**config.mk**
```make
export PLATFORM = sky130hd
export DESIGN_NAME = ram_2p_clr
export DESIGN_NICKNAME = d
export VERILOG_FILES = /design/src/rtl/ram_2p_clr.sv
export SDC_FILE = /design/constraint.sdc
export NUM_CORES = 1
export LEC_CHECK = 0
export BUFFER_PORTS_ARGS = -buffer_cell sky130_fd_sc_hd__clkbuf_2
export CAP_MARGIN = 0
export CORE_ASPECT_RATIO = 1.75
export CORE_MARGIN = 4
export CORE_UTILIZATION = 40
export DETAILED_ROUTE_END_ITERATION = 6
export GPL_ROUTABILITY_DRIVEN = 0
export GPL_TIMING_DRIVEN = 1
export MAX_ROUTING_LAYER = met4
export PLACE_DENSITY_LB_ADDON = 0.25
export SLEW_MARGIN = 15
export SYNTH_ARGS = -nofsm -noshare
export SYNTH_HDL_FRONTEND = slang
export SYNTH_SLANG_ARGS = --single-unit
```
**constraint.sdc**
```tcl
create_clock -name clk -period 4 [get_ports clk]
set_input_delay 0.4 -clock clk [delete_from_list [all_inputs] [get_ports clk]]
set_output_delay 0.4 -clock clk [all_outputs]
set_load 0.05 [all_outputs]
```
**src/rtl/ram_2p_clr.sv**
```systemverilog
// Simple dual-port synchronous RAM with a registered read port and a
// sequential clear engine. The clear engine sweeps the whole array to
// CLEAR_VAL after reset or on request. While the sweep runs, busy is high
// and the write and read ports are ignored.
module ram_2p_clr #(
  parameter int unsigned            DATA_WIDTH = 8,
  parameter int unsigned            ADDR_WIDTH = 4,
  parameter int unsigned            RDW_MODE   = 0,
  parameter logic [DATA_WIDTH-1:0]  CLEAR_VAL  = '0
) (
  input  logic                  clk,
  input  logic                  rst,
  input  logic                  clr,
  output logic                  busy,
  input  logic                  we,
  input  logic [ADDR_WIDTH-1:0] waddr,
  input  logic [DATA_WIDTH-1:0] wdata,
  input  logic                  re,
  input  logic [ADDR_WIDTH-1:0] raddr,
  output logic [DATA_WIDTH-1:0] rdata,
  output logic                  rd_valid
);

  localparam int unsigned DEPTH     = 2 ** ADDR_WIDTH;
  localparam bit          RDW_WRITE = (RDW_MODE != 0);

  typedef enum logic {
    S_CLEAR,
    S_IDLE
  } state_t;

  state_t                  state_q, state_d;
  logic [ADDR_WIDTH-1:0]   ptr_q, ptr_d;
  logic                    busy_q, busy_d;
  logic [DATA_WIDTH-1:0]   rdata_q, rdata_d;
  logic                    rd_valid_q, rd_valid_d;

  logic [DATA_WIDTH-1:0]   mem_q [DEPTH];
  logic                    mem_we;
  logic [ADDR_WIDTH-1:0]   mem_waddr;
  logic [DATA_WIDTH-1:0]   mem_wdata;

  // Next-state logic. The sweep and the user write share one array write
  // port. The sweep ends when the pointer reaches all-ones, so the pointer
  // never addresses past the last word.
  always_comb begin
    state_d    = state_q;
    ptr_d      = ptr_q;
    rdata_d    = rdata_q;
    rd_valid_d = 1'b0;
    mem_we     = 1'b0;
    mem_waddr  = waddr;
    mem_wdata  = wdata;
    case (state_q)
      S_CLEAR: begin
        mem_we    = 1'b1;
        mem_waddr = ptr_q;
        mem_wdata = CLEAR_VAL;
        ptr_d     = ptr_q + ADDR_WIDTH'(1);
        if (ptr_q == '1) begin
          state_d = S_IDLE;
          ptr_d   = '0;
        end
      end
      S_IDLE: begin
        if (clr) begin
          state_d = S_CLEAR;
          ptr_d   = '0;
        end else begin
          mem_we = we;
          if (re) begin
            rd_valid_d = 1'b1;
            if (RDW_WRITE && we && (waddr == raddr)) begin
              rdata_d = wdata;
            end else begin
              rdata_d = mem_q[raddr];
            end
          end
        end
      end
      default: begin
        state_d = S_CLEAR;
        ptr_d   = '0;
      end
    endcase
    busy_d = (state_d == S_CLEAR);
  end

  // Control and read-output registers, with asynchronous reset into the sweep.
  always_ff @(posedge clk or posedge rst) begin
    if (rst) begin
      state_q    <= S_CLEAR;
      ptr_q      <= '0;
      busy_q     <= 1'b1;
      rdata_q    <= '0;
      rd_valid_q <= 1'b0;
    end else begin
      state_q    <= state_d;
      ptr_q      <= ptr_d;
      busy_q     <= busy_d;
      rdata_q    <= rdata_d;
      rd_valid_q <= rd_valid_d;
    end
  end

  // Array write port. The array has no reset; the clear sweep initialises it.
  always_ff @(posedge clk) begin
    if (mem_we) begin
      mem_q[mem_waddr] <= mem_wdata;
    end
  end

  assign busy     = busy_q;
  assign rdata    = rdata_q;
  assign rd_valid = rd_valid_q;

endmodule
```
==> metrics.md <==
| Metric | Value |
|---|---|
| CTS tree | `built` |
| Top Usage Layer GRT | `met2` |
| Leading area contributor after synthesis | `edfxtp_1` |
| Sw frac | `0.287` |
| Mapped cell area | `0.00580 sq mm` |
| CP Max Fanout | `31` |
| DR pass1 iterations | `5` |
| CP required | `4.03 ns` |
| P_sw | `1.32 mW` |
| Finished layout cell area | `0.00667 sq mm` |
| Crit path time final | `2.68 ns` |
| Nets | `354` |
| Post-CTS Setup Inserts | `0` |
| Clock Power Share | `0.348` |
| CTS Buffer Depth | `2` |
| Yosys reg bits | `~140` |
| Total track usage | `0.159` |
| Total negative slack | `0 ns` |
| Number of global-route vias before repair | `2972` |
| Final Hold Vio Count | `0` |
| Internal power | `approximately 3.3 mW` |
| Initial antenna violation count | `0` |
| # setup viols final | `0` |
| Most common cell after layout, fill and taps aside | `edfxtp_1` |
| Die area | `0.0166 sq mm` |
| # clock sinks | `143` |
| Area contributors post-synth | `edfxtp_1, mux4_1, dfrtp_1, mux4_2, mux2_2` |
| Synth unique cells | `38` |
| Slew HR | `0.228` |
| PnR Total Power | `4.60 mW` |
| DRC Markers | `0` |
| Sequential share of power | `0.468` |
| VDD IR-drop max | `580 uV` |
| Grt met1 use | `0.180` |
| Unrepaired setup endpoints after global routing | `false` |
| Clk Tree Root Cell | `clkbuf_16` |
| Slew @ Worst Pin | `1.15 ns` |
| Most frequent cells in the layout | `edfxtp_1, clkbuf_2, nor2_1` |
| Slowest cell delay on critical path | `0.88 ns` |
| Max_cap viols | `0` |
| Fillers | `1172` |
| Layout cells sized above 1 | `0.255` |
| Die Span X | `99.0 microns` |
| DP Area | `0.00606 sq mm` |
| DP HPWL | `7960 microns` |
| Routed length per instance | `22.8 microns` |
| Post-synth ARST share | `0.105` |
| CP cell instances | `or4bb_1 > o21ai_0 > nand2_1 > nor2_1` |
| Total CTS buffers | `17` |
| Count of input and output buffers | `30` |
| Post-synth top area share | `0.663` |
| Fmax | `roughly 0.37 GHz` |
| Vias | `2850` |
| YS warnings | `0` |
| Crit path max-delay family | `simple AND/OR/NAND/NOR gates` |
| Clock transition at path regs | `0.06 ns` |
| Comb pwr share | `0.184` |
| Worst EP arrival | `around 2.7 ns` |
| H-tree depth | `4` |
| Crit path kind | `flip-flop to flip-flop` |
| LEAKAGE | `between 2 and 2.5 nW` |
| Critical path buffers and inverters | `0` |
| Average size of a mapped cell | `19.4 sq um` |
| FP Rows | `58` |
| Die Y | `167 microns` |
| Period utilization | `0.670` |
| Pwr/cell area | `690 mW/mm^2` |
| CP endpoint kind | `flip-flop` |
| Met3 usage | `0.0350` |
| Total wire length | `11900 microns` |
| Core Region | `between 0.01 and 0.015 sq mm` |
| Hold_buf cts | `0` |
| Startpoint Class | `flip-flop` |
| Drt initial violations | `roughly 210` |
| Largest net degree at the start of global routing | `34` |
| Total global routing overflow | `0` |
| Crit-path slowest cell | `dfrtp_1` |
| Post-synth EDFFs | `~130` |
| First-pass GRT wire length | `18300 microns` |
| Hold Path Class | `input pin to asynchronous set/reset pin` |
| Clk_lat worst skew | `a little over 0.4 ns` |
| Post_cts resized | `0` |
| Primary FF master, synth | `edfxtp_1` |
| Area grow syn2layout | `15.0%` |
| Initial Util | `0.406` |
| Met2 usage | `0.275` |
| Cells after synthesis | `between 200 and 300` |
| Post-synthesis sequential area ratio | `0.728` |
| Vias per cell | `5.43` |
| Ports | `31` |
| Number of diodes | `0` |
| Mapped Nets | `321` |
| Final ANT Viol Nets | `0` |
| Status | `finished clean` |
| Max Slew Vio Count | `0` |
| Clock skew | `roughly 0.01 ns` |
[synthesized netlist by cell type (all sizes together), types with 2 or more instances]
master,number
nand3b,2
mux2i,10
o22ai,3
dfrtp,14
nand3,3
inv,7
clkbuf,8
nand2,12
mux2,9
buf,8
nor2,20
mux4,31
and2,9
edfxtp,128
a21oi,2
nor3,8
o21ai,3
a221o,7
[power groups by stage]
stage / Clock (mW) / Combinational (mW) / Sequential, mW
after global routing: 1.69 / 0.923 / 2.18
after global placement: 0 / 0.855 / 2.17
after CTS: 1.63 / 0.869 / 2.15
final: 1.60 / 0.847 / 2.15
after detailed placement: 0 / 0.867 / 2.19
after floorplan: 0 / 0.508 / 2.25
[per-stage QoR]
stage	hold slack [ns]	setup slack, ns	cells	utilization
final	0.0935	1.32	525	0.466
after global placement	0.472	1.33	493	0.424
after detailed placement	0.475	1.31	493	0.424
after CTS	0.110	1.29	525	0.466
after floorplan	0.301	2.04	299	-
after global routing	0.131	1.10	525	0.466
[kinds of logic after synthesis]
kind of cell	count (synthesis)	synth area share
flops	143	0.728
simple gates	59	0.0492
mux	50	0.166
buf+inv	24	0.0257
compound gates	21	0.0281
xor+xnor	1	0.00151
fa+ha+maj	1	0.00216
[per-layer routing]
layer / wire [microns] / up-vias
met3: 583 / 14
li1: - / 1289
met5: 0 / -
met1: 4460 / 1452
met2: 6670 / 95
met4: 227 / 0
[registers in the layout, summed over array words and instances (netlist names)]
| name | cells |
|---|---|
| ptr_q | 4 |
| rdata | 8 |
| rd_valid | 1 |
| busy | 1 |
| state_q | 1 |
| mem_q | 128 |
[worst paths after layout]
kind	to	startpoint	depth (start not counted)	slack, ns
max reg2reg	mem_q[6][5]	state_q	4	1.32
min reg2reg	rdata[1]	rdata[1]	2	0.48
max	mem_q[6][5]	state_q	4	1.32
max in group asynchronous	rdata[0]	rst	2	3.42
min in group clk	ptr_q[3]	clr	2	0.25
min	ptr_q[1]	rst	2	0.09
[cell type report]
| class | instances | area (sq um) | share of cell area |
|---|---|---|---|
| inverter | 7 | 26.3 | 0.00394 |
| clock buffer | 18 | 429 | 0.0644 |
| multi-input combinational | 132 | 1430 | 0.214 |
| sequential | 143 | 4220 | 0.633 |
| clock inverter | 14 | 180 | 0.0270 |
| tap | 180 | 225 | 0.0338 |
| timing repair buffer | 31 | 158 | 0.0236 |
Power figures use the tool's default switching activity.
